[src/rtl/instruction_fetch.sv]
// Variable-length instruction fetch: byte-serial reads at the PC, assembles opcode + optional
// 16-bit operand, and hands it to decode over valid/ready. Define FETCH_STALL_CNT_EN for stall_count.
module instruction_fetch #(
    parameter int LONG_BIT = 7
) (
    input  logic        clock,
    input  logic        reset,
    input  logic [15:0] pc_count,
    output logic        pc_increment,
    output logic [15:0] mem_addr,
    output logic        mem_rd,
    input  logic [7:0]  mem_rdata,
    input  logic        mem_ready,
    input  logic        flush,
    output logic        instr_valid,
    input  logic        instr_ready,
    output logic [7:0]  instr_opcode,
    output logic [15:0] instr_operand,
    output logic [15:0] instr_pc
`ifdef FETCH_STALL_CNT_EN
    ,
    output logic [15:0] stall_count
`endif
);

    typedef enum logic [1:0] {F_OP, F_LO, F_HI, HOLD} state_t;

    typedef struct packed {
        logic [7:0]  opcode;
        logic [15:0] operand;
        logic [15:0] pc;
    } instr_t;

    // Partially assembled long instruction; published to the outputs only when complete.
    typedef struct packed {
        logic [7:0]  opcode;
        logic [7:0]  lo;
        logic [15:0] pc;
    } pend_t;

    state_t state;
    instr_t held;
    pend_t  pend;

    assign mem_addr      = pc_count;
    assign mem_rd        = reset & ~flush & (state != HOLD);
    assign pc_increment  = mem_rd & mem_ready;
    assign instr_opcode  = held.opcode;
    assign instr_operand = held.operand;
    assign instr_pc      = held.pc;

    always_ff @(posedge clock) begin
        if (!reset) begin
            state       <= F_OP;
            instr_valid <= 1'b0;
            held        <= '0;
            pend        <= '0;
        end else if (flush) begin
            state       <= F_OP;
            instr_valid <= 1'b0;
        end else begin
            case (state)
                F_OP: if (mem_ready) begin
                    if (mem_rdata[LONG_BIT]) begin
                        pend.opcode <= mem_rdata;
                        pend.pc     <= pc_count;
                        pend.lo     <= 8'h00;
                        state       <= F_LO;
                    end else begin
                        held.opcode  <= mem_rdata;
                        held.operand <= 16'h0000;
                        held.pc      <= pc_count;
                        instr_valid  <= 1'b1;
                        state        <= HOLD;
                    end
                end
                F_LO: if (mem_ready) begin
                    pend.lo <= mem_rdata;
                    state   <= F_HI;
                end
                F_HI: if (mem_ready) begin
                    held.opcode  <= pend.opcode;
                    held.operand <= {mem_rdata, pend.lo};
                    held.pc      <= pend.pc;
                    instr_valid  <= 1'b1;
                    state        <= HOLD;
                end
                HOLD: if (instr_ready) begin
                    instr_valid <= 1'b0;
                    state       <= F_OP;
                end
                default: state <= F_OP;
            endcase
        end
    end

`ifdef FETCH_STALL_CNT_EN
    // Saturating count of wait-state cycles; survives flush so it spans jumps.
    always_ff @(posedge clock) begin
        if (!reset)
            stall_count <= 16'h0000;
        else if (mem_rd && !mem_ready && stall_count != 16'hFFFF)
            stall_count <= stall_count + 16'h0001;
    end
`endif

endmodule

[config.mk]
export PLATFORM = sky130hd
export DESIGN_NAME = instruction_fetch
export DESIGN_NICKNAME = d
export VERILOG_FILES = /design/src/rtl/instruction_fetch.sv
export SDC_FILE = /design/constraint.sdc
export NUM_CORES = 1
export LEC_CHECK = 0
export ABC_AREA = 1
export CAP_MARGIN = 30
export CORE_ASPECT_RATIO = 0.6
export CORE_MARGIN = 2
export CORE_UTILIZATION = 44
export DETAILED_ROUTE_END_ITERATION = 6
export PLACE_DENSITY = 0.76
export SLEW_MARGIN = 20
export SYNTH_ARGS = -nofsm -noshare
export SYNTH_HDL_FRONTEND = slang
export SYNTH_SLANG_ARGS = --single-unit
[constraint.sdc]
create_clock -name clock -period 1.5 [get_ports clock]
set_input_delay 0.3 -clock clock [delete_from_list [all_inputs] [get_ports clock]]
set_output_delay 0.3 -clock clock [all_outputs]
set_load 0.01 [all_outputs]
Yosys cells after proc, flatten, opt, wreduce, memory -nomap -nowiden --
Cells that the tools add are included.
Storage, ports and cells: word-level logic and storage cells 52, input bits 29, register bits after elaboration 75, output and inout port bits 59
Cells by class: equality and inequality tests 10, multiplexer cells 19, bitwise operators 5, reduce and logical (&&, ||, !) cells 10
Operators with widths (number):
- 40-bit two-way mux | 3
- 40-bit case mux with 2 select lines | 1
- 24-bit two-way mux | 2
- 8-bit case mux with 2 select lines | 1
- 5-bit AND reduction | 3
- 2-bit inequality test (second input constant) | 7
- 2-bit two-way mux | 5
- 8-bit two-way mux | 1
- 2-bit case mux with 4 select lines | 1
- 4-bit AND reduction | 2
- 2-bit equality test (second input constant) | 2
- 1-bit two-way mux | 4
- 2-bit nonzero test | 2
- 1-bit AND | 3
- 1-bit case mux with 3 select lines | 1
- 3-bit nonzero test | 1
- 2-bit by 1-bit equality test with 1-bit output (second input constant) | 1
- 2-bit logical NOT | 1
- 1-bit inverter | 2
- 2-bit OR reduction | 1

Longest topological paths before layout --
Gate-level depths: netlist of the first run.
depth in word-level cells 4, gate-level depth with buffers 9

Worst setup path before layout of the first run --
OpenSTA, ideal clock, no wires.
path type register to register, start register state[0], end register held (netlist bit instr_opcode[5]), library setup time 0.070 ns, buffers on the path 2, arrival 1.382 ns, stages on the path, launching flop included 10, setup slack 0.047 ns, data required time 1.430 ns, cells stage by stage dfxtp_1 -> inv_1 -> ha_1 -> buf_4 -> nor2_4 -> nor2_4 -> nand2_2 -> buf_2 -> nand2_1 -> a21oi_1
Between the ends: longest elaborated chain between the ends 3, elaborated cells between the ends (all ways) 8, those cells by class 4 x eq/ne; 1 x mux; 3 x reduce/logical
RTL lines:
- start: declaration | line 41 | state_t state;
- start signal: assignment | line 54 | state <= F_OP;
- start signal: assignment | line 59 | state <= F_OP;
- start signal: assignment | line 68 | state <= F_LO;
- 2-bit equality test or 2-bit logical NOT (tied branches) | line 62 | case (state)
- 2-bit inequality test (no source line) or 2-bit nonzero test (tied branches)
- 5-bit AND reduction (no source line)
- end: declaration | line 42 | instr_t held;
Parallel ways exist; a longest one is shown, timed or not. A chain may end at the register's enable or synchronous reset.

Worst setup path after layout of the first run --
start register state[1], end register held (netlist bit instr_opcode[4])
The elaborated chain is that of the path after synthesis.

==> metrics.md, run 1 <==
| Metric | Value |
|---|---|
| Outcome | finished with violations |
| Failing checks | setup timing |
| Antenna-violating nets left | 0 |
| Die height | 71.8 um |
| Register bit total from synthesis | 75 |
| R2R setup slack | -0.04 ns |
| CP max-delay cell | dfxtp_2 |
| CP Capture Type | flip-flop |
| TritonCTS buffer count | 9 |
| Met1 Use GR | 33.2% |
| Fraction of layout cells with a size suffix above 1 | 19.3% |
| Leakage | 2.19 nW |
| Final setup vio count | 17 |
| Arr. time, crit path | 1.80 ns |
| DRT Pass-1 Iters | 7 |
| CTS Root Cell | clkbuf_16 |
| Met3 GRT Util | 7.45% |
| Worst-path maximum fanout | 8 |
| Hold-fix buffers, CTS | 0 |
| Synthesized instance count | 457 |
| R2R Path Start | state[1] |
| RSZ-0062 raised after global routing | true |
| Total Routed Length | 9.51 mm |
| Sequential-to-total area share from yosys stat | 44.5% |
| Routing usage on met2 | 35.5% |
| EDFF count, synth | 0 |
| Synth warn | 0 |
| Rows | 24 |
| Setup crit start kind | flip-flop |
| IR Drop Worst-Case VDD | 0.853 mV |
| Tcrit/Tclk final | 103% |
| Asr flop ratio synth | 0% |
| Final setup margin | -0.0378 ns |
| Routability congestion estimate | 0.839 |
| Critical Path Source | state[1] |
| WS Path Type | reg -> reg |
| Drt wl/cell | 14.2 um |
| Max-cap viol count | 0 |
| Top cells by area, synth | dfxtp_1, nand2_1, a21oi_1 |
| Worst min path class | reg -> reg |
| Die width | 117 um |
| Critical path's largest stage delay | 0.32 ns |
| Via density | 5.09 |
| CTS tree | yes |
| Synth Area per Inst | 7.39 um2 |
| Worst Setup EP | instr_opcode[4] |
| H-tree levels | 3 |
| GR peak layer | met2 |
| Ys flop type | dfxtp_1 |
| First-pass GRT wire length | 15.4 mm |
| DP Worst Slack | -0.672 ns |
| Largest net degree at the start of global routing | 47 |
| DP HPWL | 6.14 mm |
| Syn Nets | 491 |
| Minimum clock period | 1.54 ns |
| Share of the synthesized area in the top cell type | 44.5% |
| Cell Chain, Critical Path | buf_6 > inv_6 > ha_4 > nor2_4 > nor2_4 > buf_6 > buf_16 > nand3_2 > a21oi_2 |
| Via Count | 3,409 |
| Top-level port count | 88 |
| Port Buffers | 87 |
| Starting Density | 45.9% |
| Post-synth top area cell | dfxtp_1 |
| Most common cell in the synthesized netlist | nand2_1 |
| Required @ worst endpoint | 1.77 ns |
| DRC viols | 0 |
| Fin nets | 595 |
| FMAX | 650 MHz |
| # diodes | 0 |
| Total GRT Usage | 23.8% |
| Reg2Reg Depth | 9 |
| RR Endpoint | instr_opcode[4] |
| Synth top cells by count | nand2_1, dfxtp_1, a21oi_1 |
| Netlist Area Pre-Place | 3380 um2 |
| Synth unique cells | 20 |
| Grt total ovfl | 0 |
| Core Area | 7360 um2 |
| DRT iter0 DRCs | 260 |
| Worst slew pin tran | 0.465 ns |
| Worst-skew pair later-pin latency | 0.34 ns |
| CTS Buffer Depth | 2 |
| Final count of pins violating max slew | 0 |
| Final Hold Vio Count | 0 |
| Power Density | 1060 nW/um2 |
| CTS Sinks | 75 |
| Final Skew | 0.00739 ns |
| Pwr Total | 5.29 mW |
| Area grow syn2layout | 47.8% |
| Initial antenna violation count | 0 |
| Vias in the first global route | 3,105 |
| Rel. slew slack | 69.0% |
| Reg clk slew, reported paths | 0.06 ns |
| Die area | 8410 um2 |
==> report_power, final <==
part | internal, mW | switching (mW) | total (mW)
Clock | 1.38 | 0.860 | 2.24
Combinational | 0.414 | 0.497 | 0.911
Sequential | 2.09 | 0.0507 | 2.14
Total | 3.88 | 1.41 | 5.29
==> per-stage QoR <==
step	setup TNS, ns	area, um2	utilization, %	cells	hold slack [ns]
3_3_place_gp	-16.47	4530	61.5	649	0.450
5_1_grt	-2.18	4990	67.8	670	0.485
4_1_cts	0	4920	66.8	670	0.460
3_5_place_dp	-19.44	4530	61.5	649	0.454
6_report	-0.186	4990	67.8	670	0.459
2_1_floorplan	0	3380	-	457	0.438
==> registers in the layout, summed over array words and instances (netlist names) <==
signal         count
instr_opcode       8
pend              32
instr_operand     16
instr_valid        1
instr_pc          16
state              2
==> metal layers <==
layer  vias up  share of wire, %
met3        15               6.5
met2       107                45
met5         -                 0
li1       1699                 -
met1      1588                47
met4         0               1.3
==> kinds of logic after synthesis <==
kind of cell               after synthesis  synth area share, %
AOI/OAI and AO/OA                      113                 16.9
adders and majority gates                5                 1.85
buffers and inverters                   86                 13.2
DFF                                     75                 44.5
and+or+nand+nor                        178                 23.6
==> how the worst min path moves through the flow <==
stage | from | end | slack (ns) | depth (start not counted)
final | instr_pc[8] | instr_pc[8] | 0.46 | 2
after global routing | instr_opcode[2] | instr_opcode[2] | 0.48 | 2
after CTS | instr_pc[8] | instr_pc[8] | 0.46 | 2
after detailed placement | instr_pc[8] | instr_pc[8] | 0.45 | 2
after global placement | instr_pc[8] | instr_pc[8] | 0.45 | 2
after floorplan | reset | pend[30] | 0.44 | 2
==> cell usage in the layout (no fill, tap or decap), types with 4 or more instances in the layout <==
cell	count
nand2_1	85
dfxtp_1	73
dlygate4sd2_1	59
a21oi_1	58
o21ai_0	46
buf_4	42
inv_1	35
nor2_1	29
clkdlybuf4s50_1	26
nand4_1	24
nand3_1	20
clkbuf_16	9
a21oi_2	6
buf_12	6
nor2_4	5
nand3_2	5
nand2_2	4
==> final cells by class <==
type,count,area [um2]
flip-flops and latches,75,1500
repair buffers,141,1330
fillers,624,2370
multi-input cells,296,1560
clock buffers,11,253
clock inverters,5,61.3
well taps,104,130
inverters,38,151
==> timing repair <==
item                                    CTS  global route
buffers inserted                          3             0
pin swaps                                 3             9
gates resized for setup                  89            23
gates cloned                              2             0
endpoints found under the setup margin  131            72
==> critical path: cells and delay by family, from the launching register on <==
kind / cells / cell delay (ns)
buffers and inverters: 4 / 0.47
AND/OR/NAND/NOR: 3 / 0.35
flip-flops: 1 / 0.32
adder cells (fa/ha/maj): 1 / 0.17
AO/OA/AOI/OAI: 1 / 0.14
(Power assumes the default switching activity.)
==> run 2, diff against run 1 <==
--- a/config.mk
+++ b/config.mk
@@ -12,6 +12,7 @@
 export CORE_UTILIZATION = 44
 export DETAILED_ROUTE_END_ITERATION = 6
 export PLACE_DENSITY = 0.76
+export SETUP_SLACK_MARGIN = 0.5
 export SLEW_MARGIN = 20
 export SYNTH_ARGS = -nofsm -noshare
 export SYNTH_HDL_FRONTEND = slang
==> run 2 against run 1 <==
The run still ends with setup timing left; core utilization up 16 points; combinational power rose by 47%; first-iteration DRC count increased by 100%; fmax decreased by 5.7%; via count is 18% higher; global-route usage grew 7.0 points; sequential share of layout area down 4.8 points; wire length is 40% higher; worst setup slack got worse by 0.093 ns; sequential cell count unchanged; hold slack got worse by 0.028 ns; clock power about the same; critical endpoint is now instr_operand[15]; highest routed layer unchanged.
==> metrics.md, run 2 (synthesis results as in run 1) <==
| Metric | Value |
|---|---|
| FMAX | 613 MHz (-5.7%) |
| Final Hold Vio Count | 0 (unchanged) |
| Area grow syn2layout | 82.9% |
| Critical path's largest stage delay | 0.37 ns (+0.05 ns) |
| Dpl cells | 656 (+1.1%) |
| CP Capture Type | flip-flop |
| Rows | 24 (unchanged) |
| DRT iter0 DRCs | 530 (+100%) |
| Gate power share | 23.3% (+6.1 points) |
| Die height | 71.8 um (unchanged) |
| Grt total ovfl | 0 (unchanged) |
| Drt wl/cell | 18.0 um (+27%) |
| Cell Chain, Critical Path | buf_6 > ha_4 > nor2_4 > nor2_4 > buf_6 > nand2_8 > buf_12 > buf_12 > nand2_2 > a21oi_1 |
| Die area | 8410 um2 (unchanged) |
| RSZ-0062 raised after global routing | true |
| Final Skew | 0.00598 ns (-0.00141 ns) |
| Via Count | 4,030 (+18%) |
| Hold WS | 0.431 ns (-0.0280 ns) |
| TritonCTS buffer count | 9 (unchanged) |
| Setup crit start kind | flip-flop |
| Outcome | finished with violations |
| Antenna-violating nets left | 0 (unchanged) |
| Clk network pwr share | 39.1% (-3.3 points) |
| CTS Sinks | 75 (unchanged) |
| Reg clk slew, reported paths | 0.07 ns (about the same) |
| Largest reg by FF count | pend |
| Top-level port count | 88 (unchanged) |
| Initial antenna violation count | 0 (unchanged) |
| Final setup vio count | 55 (+38) |
| Final setup margin | -0.131 ns (-0.0930 ns) |
| CTS Root Cell | clkbuf_16 |
| Worst-path maximum fanout | 6 (-2) |
| Net Sw Frac | 29.5% (+2.8 points) |
| Leakage | 2.62 nW (+20%) |
| Max FFs per register | 32 (unchanged) |
| CP max-delay cell | dfxtp_4 |
| Net switching power | 1.69 mW (+20%) |
| DP HPWL | 6.32 mm (+2.9%) |
| Total GRT Usage | 30.8% (+7.0 points) |
| Failing checks | setup timing |
| Required @ worst endpoint | 1.76 ns (about the same) |
| WS Path Type | reg -> reg |
| DRT Pass-1 Iters | 5 (-2) |
| First-pass GRT wire length | 19.7 mm (+28%) |
| Core Area | 7360 um2 (unchanged) |
| Rel. slew slack | 58.9% (-10 points) |
| Most common cell after layout, fill and taps aside | buf_4 |
| H-tree levels | 3 (unchanged) |
| Worst slew pin tran | 0.617 ns (+0.152 ns) |
| Fraction of layout cells with a size suffix above 1 | 56.4% (+37 points) |
| Fin nets | 664 (+12%) |
| Max-cap viol count | 0 (unchanged) |
| DRC viols | 0 (unchanged) |
| Port Buffers | 87 (unchanged) |
| Die width | 117 um (unchanged) |
| Final std cells w/o fill | 739 (+10%) |
| Hold-fix buffers, CTS | 0 (unchanged) |
| Routability congestion estimate | 0.860 (+2.6%) |
| Pwr Total | 5.75 mW (+8.7%) |
| Total Routed Length | 13.3 mm (+40%) |
| Via density | 5.45 (+7.2%) |
| Worst-skew pair later-pin latency | 0.34 ns (about the same) |
| Minimum clock period | 1.63 ns (+0.0930 ns) |
| IR Drop Worst-Case VDD | 0.557 mV (-35%) |
| CTS tree | yes |
| Vias in the first global route | 3,981 (+28%) |
| Power Density | 931 nW/um2 (-12%) |
| Starting Density | 45.9% (unchanged) |
| Most frequent cells in the layout | buf_4, nand2_1, buf_6 |
| Largest net degree at the start of global routing | 42 (-11%) |
| Reg power frac | 37.6% (-2.8 points) |
| Tcrit/Tclk final | 109% (+6.2 points) |
| # diodes | 0 (unchanged) |
| Arr. time, crit path | 1.89 ns (+0.09 ns) |
| Final count of pins violating max slew | 0 (unchanged) |
| Worst min path class | in -> reg |
| Pint | 4.06 mW (+4.5%) |
| CTS Buffer Depth | 2 (unchanged) |
## run 2: power groups by stage
stage,sequential [mW],clock (mW),combinational [mW]
2_1_floorplan,2.18,0,0.526
6_report,2.16,2.25,1.34
3_5_place_dp,2.18,0,0.926
4_1_cts,2.15,2.23,1.20
3_3_place_gp,2.17,0,0.905
5_1_grt,2.16,2.33,1.42
## run 2: layer usage
layer / up-vias / share of wire [%] / global-route usage (%)
met3: 43 / 9.0 / 9.90
met4: 0 / 2.7 / 8.76
met2: 230 / 48 / 52.1
met1: 1908 / 41 / 37.9
met5: - / 0 / 0
li1: 1849 / - / -
## run 2: area by class of cell
cell class / instances / area, um2
clock buffers: 10 / 229
clock inverters: 6 / 71.3
fillers: 376 / 1180
inverters: 38 / 155
multi-input cells: 296 / 1930
flip-flops and latches: 75 / 1560
well taps: 104 / 130
repair buffers: 210 / 2090
## run 2: critical path: cells and delay by family, from the launching register on
kind / cells / cell delay [ns]
buf+inv: 4 / 0.50
flops: 1 / 0.37
fa+ha+maj: 1 / 0.17
simple gates: 4 / 0.33
compound gates: 1 / 0.18
## run 2: stage by stage
stage / utilization (%) / cell area [um2] / TNS (ns) / setup slack [ns]
final: 83.9 / 6170 / -3.11 / -0.131
after detailed placement: 64.2 / 4720 / -29.71 / -0.672
after global placement: 64.2 / 4720 / -27.28 / -0.668
after floorplan: - / 3590 / 0 / 0.166
after CTS: 80.3 / 5910 / -1.89 / -0.0679
after global routing: 83.9 / 6170 / -5.86 / -0.184
## run 2: path summary, 6_finish.rpt
check / cells after the start / to / from / slack (ns)
setup / recovery: 10 / instr_operand[15] / state[1] / -0.13
setup reg to reg: 10 / instr_operand[15] / state[1] / -0.13
hold / removal: 4 / pend[12] / pc_count[12] / 0.43
hold reg to reg: 2 / instr_pc[2] / instr_pc[2] / 0.47
## run 2: what timing repair did
| item | 4_1_cts | 5_1_grt |
|---|---|---|
| setup buffers | 41 | 17 |
| resized for setup | 444 | 47 |
| gates cloned | 9 | 0 |
| endpoints found under the setup margin | 134 | 121 |
| pin swaps | 17 | 20 |
==> run 3, diff against run 2 <==
--- a/config.mk
+++ b/config.mk
@@ -11,6 +11,7 @@
 export CORE_MARGIN = 2
 export CORE_UTILIZATION = 44
 export DETAILED_ROUTE_END_ITERATION = 6
+export GPL_TIMING_DRIVEN = 0
 export PLACE_DENSITY = 0.76
 export SETUP_SLACK_MARGIN = 0.5
 export SLEW_MARGIN = 20
==> run 3 against run 2 <==
The run still ends with setup timing left; clock power down 11%; combinational power shrank 8%; critical path depth shrank 1; sequential cell count did not move; fmax up 1.7%; non-clock buffer count is 11 lower; critical endpoint is now pend[24]; final area down 5.2%.
==> metrics.md, run 3 (synthesis results as in run 1) <==
| Metric | Value |
|---|---|
| Hold WS | 0.254 ns (-0.178 ns) |
| CTS tree | yes |
| Arr. time, crit path | 1.86 ns (-0.03 ns) |
| H-tree levels | 3 (unchanged) |
| Grt total ovfl | 0 (unchanged) |
| Largest delay contributor family on the critical path | buffers and inverters |
| TritonCTS buffer count | 9 (unchanged) |
| Final instance area | 5850 um2 (-5.2%) |
| Post-DP Area | 4600 um2 (-2.7%) |
| Rel. slew slack | 51.0% (-7.9 points) |
| CTS Sinks | 75 (unchanged) |
| Largest net degree at the start of global routing | 12 (-71%) |
| Fraction of layout cells with a size suffix above 1 | 53.4% (-3.0 points) |
| Required @ worst endpoint | 1.76 ns (about the same) |
| Final core occ | 79.6% (-4.3 points) |
| CTS Root Cell | clkbuf_16 |
| Tcrit/Tclk final | 107% (-1.8 points) |
| Failing checks | setup timing |
| Die width | 117 um (unchanged) |
| DRT iter0 DRCs | 336 (-37%) |
| Reg clk slew, reported paths | 0.06 ns (about the same) |
| Worst-path maximum fanout | 6 (unchanged) |
| Die area | 8410 um2 (unchanged) |
| FMAX | 623 MHz (+1.7%) |
| Most frequent cells in the layout | buf_6, nand2_1, buf_4 |
| Worst slew pin tran | 0.736 ns (+0.119 ns) |
| Minimum clock period | 1.60 ns (-0.0269 ns) |
| CTS Buffer Depth | 2 (unchanged) |
| WS Path Type | reg -> reg |
| Vias in the first global route | 3,753 (-5.7%) |
| Antenna-violating nets left | 0 (unchanged) |
| Via density | 5.38 (-1.4%) |
| Final count of pins violating max slew | 0 (unchanged) |
| Most frequent CP cell | buf_6 |
| First-pass GRT wire length | 18.8 mm (-4.7%) |
| Met3 GRT Util | 9.81% (-0.085 points) |
| Critical path's largest stage delay | 0.37 ns (about the same) |
| Hold-fix buffers, CTS | 0 (unchanged) |
| Core Area | 7360 um2 (unchanged) |
| Starting Density | 45.9% (unchanged) |
| Die height | 71.8 um (unchanged) |
| Most common cell after layout, fill and taps aside | buf_6 |
| Cell Chain, Critical Path | inv_4 > ha_4 > nand2_8 > nor2_4 > buf_6 > buf_6 > buf_8 > o21ai_2 > a21oi_1 |
| Met1 Use GR | 40.2% (+2.3 points) |
| RSZ-0062 raised after global routing | true |
| Total GRT Usage | 29.2% (-1.6 points) |
| Fin nets | 653 (-1.7%) |
| Max FFs per register | 32 (unchanged) |
| DRT Pass-1 Iters | 5 (unchanged) |
| DP Worst Slack | -0.796 ns (-0.124 ns) |
| Area grow syn2layout | 73.4% |
| Final Skew | 0.00714 ns (+0.00116 ns) |
| Largest reg by FF count | pend |
| Final std cells w/o fill | 728 (-1.5%) |
| Routing usage on met2 | 44.2% (-7.9 points) |
| Drt wl/cell | 17.3 um (-3.9%) |
| Worst-skew pair later-pin latency | 0.34 ns (about the same) |
| # diodes | 0 (unchanged) |
| Routability congestion estimate | 0.843 (-2.0%) |
| Sum Neg Setup Slack | -1.96 ns (+1.14 ns) |
| Top-level port count | 88 (unchanged) |
| Outcome | finished with violations |
| DRC viols | 0 (unchanged) |
| Via Count | 3,915 (-2.9%) |
| Setup crit start kind | flip-flop |
| Final setup vio count | 58 (+5.5%) |
| Dpl cells | 648 (-1.2%) |
| Final setup margin | -0.104 ns (+0.0269 ns) |
| Max-cap viol count | 0 (unchanged) |
| Final Hold Vio Count | 0 (unchanged) |
| CP max-delay cell | dfxtp_4 |
| Pwr Total | 5.41 mW (-5.9%) |
| Buf/Inv on CP | 4 (unchanged) |
| Leakage | 2.46 nW (-6.2%) |
| Initial antenna violation count | 0 (unchanged) |
| Rows | 24 (unchanged) |
| Power Density | 924 nW/um2 (-0.79%) |
| GR peak layer | met2 |
| Worst min path class | in -> reg |
| DP HPWL | 7.00 mm (+11%) |
| Total Routed Length | 12.6 mm (-5.3%) |
| IR Drop Worst-Case VDD | 0.698 mV (+25%) |
| Port Buffers | 87 (unchanged) |
| CP Capture Type | flip-flop |
[run 3: cell types whose count changed in the layout (fill, tap and decap cells not counted), sizes merged, moves of 3 or more]
| cell | delta |
|---|---|
| clkbuf | +20 |
| dlygate4sd2 | -12 |
| buf | -9 |
| clkdlybuf4s15 | -3 |
| inv | -3 |
[run 3: report_power, final]
part	internal (mW)	total [mW]	switching, mW
Sequential	2.09	2.16	0.0745
Clock	1.21	2.01	0.809
Combinational	0.583	1.23	0.647
Total	3.88	5.41	1.53
[run 3: layout make-up]
| type | count | area (um2) |
|---|---|---|
| Clock inverter | 2 | 10.0 |
| Timing Repair Buffer | 151 | 1480 |
| Sequential cell | 75 | 1560 |
| Multi-Input combinational cell | 296 | 1810 |
| Inverter | 38 | 155 |
| Clock buffer | 14 | 264 |
| Buffer | 48 | 443 |
| Tap cell | 104 | 130 |
| Fill cell | 477 | 1500 |
[run 3: worst register-to-register path: cells and delay by family, from the launching register on]
| family | cells | cell delay, ns |
|---|---|---|
| buffers and inverters | 4 | 0.48 |
| adder cells (fa/ha/maj) | 1 | 0.20 |
| flip-flops | 1 | 0.37 |
| AO/OA/AOI/OAI | 2 | 0.26 |
| AND/OR/NAND/NOR | 2 | 0.21 |
[run 3: layer usage]
metal | vias to the layer above | share of wire (%)
met2 | 238 | 46
met4 | 0 | 2.0
li1 | 1822 | -
met1 | 1820 | 43
met5 | - | 0
met3 | 35 | 9.7
[run 3: path summary, 6_finish.rpt]
kind	start	to	slack (ns)	cells after the start
setup / recovery	state[1]	pend[24]	-0.10	9
setup reg to reg	state[1]	pend[24]	-0.10	9
hold reg to reg	instr_opcode[2]	instr_opcode[2]	0.46	2
hold / removal	pc_count[8]	pend[8]	0.25	3
[run 3: repair_timing]
action / in CTS / in global routing
hold endpoints to repair: 0 / 0
pin swaps: 32 / 18
setup endpoints to repair: 134 / 118
buffers inserted: 35 / 21
cloned: 8 / 0
gates resized for setup: 497 / 38
